$ cat src/rtl/strobe_period_monitor.sv
// Receive-side monitor for periodic one-cycle strobes: measures the interval between
// rising edges, tracks min/max and event count, and flags out-of-tolerance or missing strobes.
module strobe_period_monitor #(
  parameter int unsigned W        = 24,
  parameter int unsigned EXPECTED = 8388608,
  parameter int unsigned TOL      = 2
) (
  input  logic         clk,
  input  logic         rst_n,
  input  logic         strobe,
  input  logic         clear,
  output logic [W-1:0] period,
  output logic         period_valid,
  output logic [W-1:0] min_period,
  output logic [W-1:0] max_period,
  output logic [15:0]  n_events,
  output logic         err_fast,
  output logic         err_slow,
  output logic         timeout
);

  typedef enum logic [0:0] {
    IDLE  = 1'b0,
    ARMED = 1'b1
  } state_t;

  // Bounds carry one extra bit so EXPECTED+TOL cannot wrap at the counter width.
  localparam logic [W:0]   EXP_EXT  = (W+1)'(EXPECTED);
  localparam logic [W:0]   TOL_EXT  = (W+1)'(TOL);
  localparam logic [W:0]   LO_BOUND = EXP_EXT - TOL_EXT;
  localparam logic [W:0]   HI_BOUND = EXP_EXT + TOL_EXT;
  localparam logic [W-1:0] CNT_MAX  = {W{1'b1}};
  localparam logic [W-1:0] CNT_ONE  = {{(W-1){1'b0}}, 1'b1};

  state_t       state_r, state_s;
  logic [W-1:0] cnt_r, cnt_s;
  logic         strobe_d_r;
  logic         strobe_event_s;
  logic [W-1:0] period_s, min_s, max_s;
  logic         valid_s, fast_s, slow_s, timeout_s;
  logic [15:0]  n_events_s;

  assign strobe_event_s = strobe & ~strobe_d_r;

  // Edge detector history; a held-high strobe counts once.
  always_ff @(posedge clk or negedge rst_n) begin
    if (!rst_n) begin
      strobe_d_r <= 1'b0;
    end else begin
      strobe_d_r <= strobe;
    end
  end

  // State register.
  always_ff @(posedge clk or negedge rst_n) begin
    if (!rst_n) begin
      state_r <= IDLE;
    end else begin
      state_r <= state_s;
    end
  end

  // Next-state and next-output logic; clear overrides both event and saturation.
  always_comb begin
    state_s    = state_r;
    cnt_s      = cnt_r;
    period_s   = period;
    valid_s    = 1'b0;
    min_s      = min_period;
    max_s      = max_period;
    n_events_s = n_events;
    fast_s     = err_fast;
    slow_s     = err_slow;
    timeout_s  = timeout;
    if (clear) begin
      state_s    = IDLE;
      cnt_s      = '0;
      min_s      = CNT_MAX;
      max_s      = '0;
      n_events_s = 16'd0;
      fast_s     = 1'b0;
      slow_s     = 1'b0;
      timeout_s  = 1'b0;
    end else begin
      case (state_r)
        IDLE: begin
          if (strobe_event_s) begin
            cnt_s      = CNT_ONE;
            n_events_s = n_events + 16'd1;
            state_s    = ARMED;
          end else begin
            cnt_s = '0;
          end
        end
        ARMED: begin
          if (strobe_event_s) begin
            period_s   = cnt_r;
            valid_s    = 1'b1;
            cnt_s      = CNT_ONE;
            n_events_s = n_events + 16'd1;
            min_s      = (cnt_r < min_period) ? cnt_r : min_period;
            max_s      = (cnt_r > max_period) ? cnt_r : max_period;
            fast_s     = err_fast | ({1'b0, cnt_r} < LO_BOUND);
            slow_s     = err_slow | ({1'b0, cnt_r} > HI_BOUND);
          end else if (cnt_r == CNT_MAX) begin
            timeout_s = 1'b1;
            cnt_s     = '0;
            state_s   = IDLE;
          end else begin
            cnt_s = cnt_r + CNT_ONE;
          end
        end
        default: begin
          state_s = IDLE;
          cnt_s   = '0;
        end
      endcase
    end
  end

  // Counter and registered outputs.
  always_ff @(posedge clk or negedge rst_n) begin
    if (!rst_n) begin
      cnt_r        <= '0;
      period       <= '0;
      period_valid <= 1'b0;
      min_period   <= CNT_MAX;
      max_period   <= '0;
      n_events     <= 16'd0;
      err_fast     <= 1'b0;
      err_slow     <= 1'b0;
      timeout      <= 1'b0;
    end else begin
      cnt_r        <= cnt_s;
      period       <= period_s;
      period_valid <= valid_s;
      min_period   <= min_s;
      max_period   <= max_s;
      n_events     <= n_events_s;
      err_fast     <= fast_s;
      err_slow     <= slow_s;
      timeout      <= timeout_s;
    end
  end

endmodule

$ cat config.mk
export PLATFORM = sky130hd
export DESIGN_NAME = strobe_period_monitor
export DESIGN_NICKNAME = d
export VERILOG_FILES = /design/src/rtl/strobe_period_monitor.sv
export SDC_FILE = /design/constraint.sdc
export NUM_CORES = 1
export LEC_CHECK = 0
export BUFFER_PORTS_ARGS = -buffer_cell sky130_fd_sc_hd__buf_2
export CORE_ASPECT_RATIO = 0.6
export CORE_MARGIN = 2
export CORE_UTILIZATION = 35
export CTS_CLUSTER_DIAMETER = 200
export DETAILED_ROUTE_END_ITERATION = 8
export PLACE_DENSITY_LB_ADDON = 0.12
export SLEW_MARGIN = 20
export SYNTH_ARGS = -nofsm -noshare
export SYNTH_HDL_FRONTEND = slang
export SYNTH_SLANG_ARGS = --single-unit
$ cat constraint.sdc
create_clock -name clk -period 2.5 [get_ports clk]
set_input_delay 0.375 -clock clk [delete_from_list [all_inputs] [get_ports clk]]
set_output_delay 0.375 -clock clk [all_outputs]
set_load 0.01 [all_outputs]
# --- Word-level counts from Yosys, hierarchy flattened ---
# Cells that the tools add are included.
op_classes:
  bitwise: 6
  n_reduce_logical: 10
  magnitude_cmp: 4
  mux: 32
  n_addsub: 2
  eq_ne: 2
op_table:
  columns: ["cell", "count"]
  rows:
  - ["2-to-1 mux 24 bit", 11]
  - ["case mux 24 bit (2 select lines)", 1]
  - ["2-to-1 mux 16 bit", 2]
  - ["adder 24 x 1 -> 24 bit, second input constant", 1]
  - ["== test 24 bit, second input constant", 1]
  - ["> comparator 24 bit", 1]
  - ["> comparator 24 bit, second input constant", 1]
  - ["< comparator 24 x 23 -> 1 bit, second input constant", 1]
  - ["< comparator 24 bit", 1]
  - ["2-to-1 mux 1 bit", 17]
  - ["adder 16 x 1 -> 16 bit, second input constant", 1]
  - ["AND reduction 3 bit", 4]
  - ["nonzero test 2 bit", 5]
  - ["NOT 1 bit", 3]
  - ["!= test 2 bit, second input constant", 1]
  - ["bitwise OR 1 bit", 2]
  - ["case mux 1 bit (2 select lines)", 1]
  - ["AND reduction 2 bit", 1]
  - ["AND 1 bit", 1]
totals:
  elab_cells: 67
  in_bits: 4
  reg_bits: 118

# --- Logic depth before layout (Yosys ltp) ---
depth:
  ltp_word: 5
  ltp_mapped: 10

# --- Worst setup path before layout ---
# OpenSTA, ideal clock, no wires.
synth_timing:
  path_type: "flip-flop to flip-flop"
  start: "register min_period[1]"
  end: "register min_period[10]"
  t_arrival_ns: 2.387
  stages_incl_launch_ff: 10
  path_slack_ns: 0.038
  required_ns: 2.425
  setup_time_ns: 0.075
  path_cell_list: "dfstp_2 -> inv_1 -> ha_1 -> or3b_1 -> o2111ai_1 -> a21oi_1 -> o311a_1 -> a211oi_4 -> buf_8 -> mux2i_1"
synth_between:
  elab_chain_cells: 3
synth_rtl:
  columns: ["item", "line", "rtl"]
  rows:
  - ["start, declared", "14", "output logic [W-1:0] min_period,"]
  - ["start signal, assigned", "137", "min_period <= min_s;"]
  - ["< comparator 24 bit", "101", "min_s = (cnt_r < min_period) ? cnt_r : min_period;"]
  - ["nonzero test 2 bit (no line)", null, null]
  - ["AND reduction 3 bit (no line)", null, null]
# Every way passes these cells.
# A chain may end at the register's enable or synchronous reset.

# --- Worst setup path after layout ---
layout_timing:
  start: "register min_period[1]"
  end: "register min_period[13]"
# Same word-level chain as after synthesis.

==> impl_metrics.env <==
export IMPL_status="completed"
export IMPL_dp_cells=1010
export IMPL_overflow=0
export IMPL_synthAdderAreaFrac_pct=9.26
export IMPL_synthMuxAreaShare_pct=7.71
export IMPL_die_h_um=111
export IMPL_critPathTopFamily="compound AO/OA/AOI/OAI gates"
export IMPL_fin_worst_skew_ns=0.0115
export IMPL_root_buffer="clkbuf_16"
export IMPL_setup_viol=0
export IMPL_synth_edf_count=0
export IMPL_hold_path_depth=1
export IMPL_r2r_start="min_period[1]"
export IMPL_wirelength_um=19800
export IMPL_path_clk_slew_ns=0.06
export IMPL_port_buffer_count=95
export IMPL_placed_area_um2=7630
export IMPL_synthXorXnorAreaFrac_pct=4.37
export IMPL_area_delta_synth_final_pct=26.4
export IMPL_final_area_um2=8370
export IMPL_cellLeakagePower_nw=4.01
export IMPL_wl_per_cell_um=18.8
export IMPL_start_kind="register"
export IMPL_die_area_um2=20100
export IMPL_hold_path_end="strobe_d_r"
export IMPL_synth_nets=723
export IMPL_max_clock_freq_mhz=409
export IMPL_gp_congestion=0.847
export IMPL_io_pins=96
export IMPL_grt_max_degree=53
export IMPL_dpl_hpwl_um=14600
export IMPL_fillers=1755
export IMPL_antenna_found_initial=0
export IMPL_cts_tree="yes"
export IMPL_tightest_slew_ns=0.533
export IMPL_cp_data_arrival_time_ns=2.77
export IMPL_ys_ff_latch=118
export IMPL_max_cap_violations=0
export IMPL_max_vdd_ir_drop_mv=0.501
export IMPL_grt_usage_pct=19.9
export IMPL_slew_viol_final=0
export IMPL_critPathSlowestCell="dfstp_2"
export IMPL_num_vias=5629
export IMPL_ys_seq_area_share_pct=45.0
export IMPL_end_kind="register"
export IMPL_critPathMaxStageDelay_ns=0.53
export IMPL_crit_required_ns=2.83
export IMPL_grt_pass1_vias=5459
export IMPL_ys_top_cells_by_area="dfrtp_1, dfstp_2, ha_1"
export IMPL_stdcell_count=1049
export IMPL_clock_path_buffers=2
export IMPL_syn_area_um2=6620
export IMPL_cp_max_fo=5
export IMPL_max_slew_margin_rel_pct=64.4
export IMPL_setup_tns_ns=0
export IMPL_avgSynthCellArea_um2=9.88
export IMPL_h_tree_depth=4
export IMPL_synth_distinct_cells=43
export IMPL_finalNetCount=849
export IMPL_start_util_pct=36.2
export IMPL_fin_crit_sh_pct=97.7
export IMPL_die_w_um=182
export IMPL_yosys_area_top_type="dfrtp_1"
export IMPL_yosys_area_top_type_share_pct=35.5
export IMPL_power_density_nw_per_um2=566
export IMPL_yosysWarnings=0
export IMPL_via_per_inst=5.37
export IMPL_post_route_min_period_ns=2.44
export IMPL_dr_pass1_iters=4
export IMPL_synth_async_reset_ratio_pct=100
export IMPL_finalHoldViolations=0
export IMPL_worstSetupStartpoint="min_period[1]"
export IMPL_numCtsBuffers=17
export IMPL_drtIter0Drc=308
export IMPL_clock_sinks=118
export IMPL_hold_start="strobe"
export IMPL_synthSimpleGateAreaFrac_pct=16.0
export IMPL_path_cells="inv_2 > ha_4 > or3b_4 > o2111ai_2 > a21oi_1 > o311a_1 > a211oi_4 > buf_6 > buf_12 > mux2i_2"
export IMPL_clock_latency_ns=0.41
export IMPL_ff2ff_setup_slack_ns=0.06
export IMPL_antenna_left=0
export IMPL_final_core_util_pct=45.7
export IMPL_rr_worst_depth=10
export IMPL_r2r_end="min_period[13]"
export IMPL_syn_inst=670
export IMPL_drive_above_1_share_pct=30.2
export IMPL_core_region_area_um2=18300
export IMPL_drc=0
export IMPL_crit_buf_inv=3
export IMPL_synth_compound_area_share_pct=11.6
export IMPL_synth_top_family_by_area="simple AND/OR/NAND/NOR gates"
export IMPL_synthFlopType="dfrtp_1"
export IMPL_n_antenna_cell=0
export IMPL_grt_pass1_wl_um=31200
export IMPL_rsz0062_at_grt="true"
export IMPL_critical_path_class="reg2reg"
export IMPL_rows=38
export IMPL_hp_class="in2reg"
synthesized netlist by cell type (3+ instances only):
| cell type | number |
|---|---|
| a21oi_1 | 21 |
| mux2i_1 | 24 |
| or3_1 | 5 |
| dfrtp_1 | 94 |
| a211oi_1 | 6 |
| inv_1 | 51 |
| o21ai_0 | 11 |
| xnor2_1 | 8 |
| nor2b_1 | 3 |
| mux2_2 | 24 |
| xor2_1 | 25 |
| nand2b_1 | 4 |
| nand3_1 | 16 |
| o2111ai_1 | 27 |
| and4_1 | 5 |
| nand2_1 | 28 |
| clkbuf_1 | 42 |
| nand4_1 | 39 |
| nor2_1 | 101 |
| and3_1 | 6 |
| o311ai_0 | 24 |
| nor3_1 | 6 |
| dfstp_2 | 24 |
| nor4_1 | 3 |
| ha_1 | 49 |
worst register-to-register path: cells and delay by family (launching register included):
kind,cells,cell delay (ns)
compound gates,4,0.72
flops,1,0.53
simple gates,1,0.39
mux,1,0.22
fa+ha+maj,1,0.15
buf+inv,3,0.36
through the flow:
stage / hold WS [ns] / setup WS [ns] / power (W)
3_5_place_dp: 0.397 / 0.0321 / 0.00223
4_1_cts: 0.0902 / 0.00811 / 0.00478
6_report: 0.103 / 0.0564 / 0.00474
3_3_place_gp: 0.392 / 0.133 / 0.00223
2_1_floorplan: 0.0794 / 0.0381 / 0.00211
5_1_grt: 0.0842 / -0.0126 / 0.00492
state kept, by name, indices dropped and copies added, names as in the netlist:
signal        count
state_r           1
err_slow          1
max_period       24
cnt_r            24
min_period       24
timeout           1
period_valid      1
n_events         16
err_fast          1
period           24
strobe_d_r        1
layout make-up:
class	count	area, um^2	area share, %
Sequential cell	118	2980	35.6
Inverter	51	191	2.29
Multi-Input combinational cell	454	3280	39.2
Timing Repair Buffer	154	1010	12.0
Tap cell	240	300	3.59
Clock inverter	14	175	2.09
Clock buffer	18	429	5.13
worst max-delay path by stage:
| stage | cells after the start | to |
|---|---|---|
| floorplan | 9 | min_period[10] |
| global placement | 9 | min_period[6] |
| detailed placement | 9 | min_period[13] |
| CTS | 9 | min_period[13] |
| global route | 10 | min_period[9] |
| finish | 10 | min_period[13] |
placed cells by master (no fill, tap or decap), drive strengths merged, types with 2 or more instances in the layout:
cell / count
a21o: 2
xnor2: 8
xor2: 25
clkbuf: 20
a211oi: 7
clkinvlp: 3
nand4: 39
nor4: 3
a2111oi: 2
inv: 54
mux2: 24
a21oi: 21
bufinv: 3
mux2i: 24
and4: 5
o2111ai: 27
nand3: 16
nor2: 101
buf: 151
or4: 2
ha: 49
nand2b: 4
and3: 6
nor3: 6
dfstp: 24
nor2b: 4
a31oi: 2
o311ai: 24
clkinv: 5
nand2: 29
or3: 5
o21ai: 12
dfrtp: 94
per-layer routing:
layer  vias up  part of all wire, %  global-route usage [%]
met5         -                    0                       0
met4         0                 0.59                    4.82
met3        11                  5.8                    4.29
met2       160                   41                    27.2
met1      2779                   52                    31.3
li1       2679                    -                       -
where the power goes:
part	total (W)	switching [W]	internal (W)	leakage [nW]
Combinational	0.000242	0.000159	0.0000828	2.17
Sequential	0.00197	0.0000217	0.00195	1.56
Clock	0.00253	0.000955	0.00158	0.287
timing repair:
item | in CTS | in global routing
hold buffers | 1 | 0
setup buffers | 0 | 3
setup endpoints to repair | 0 | 24
endpoints found under the hold margin | 32 | 0
gates resized for setup | 0 | 12
kinds of logic after synthesis:
kind of cell / after synthesis
muxes: 48
AOI/OAI and AO/OA: 102
adders and majority gates: 49
xor gates and xnor gates: 33
DFF: 118
buffers and inverters: 98
and+or+nand+nor: 222
No activity file was read; power rests on OpenSTA's default activity.
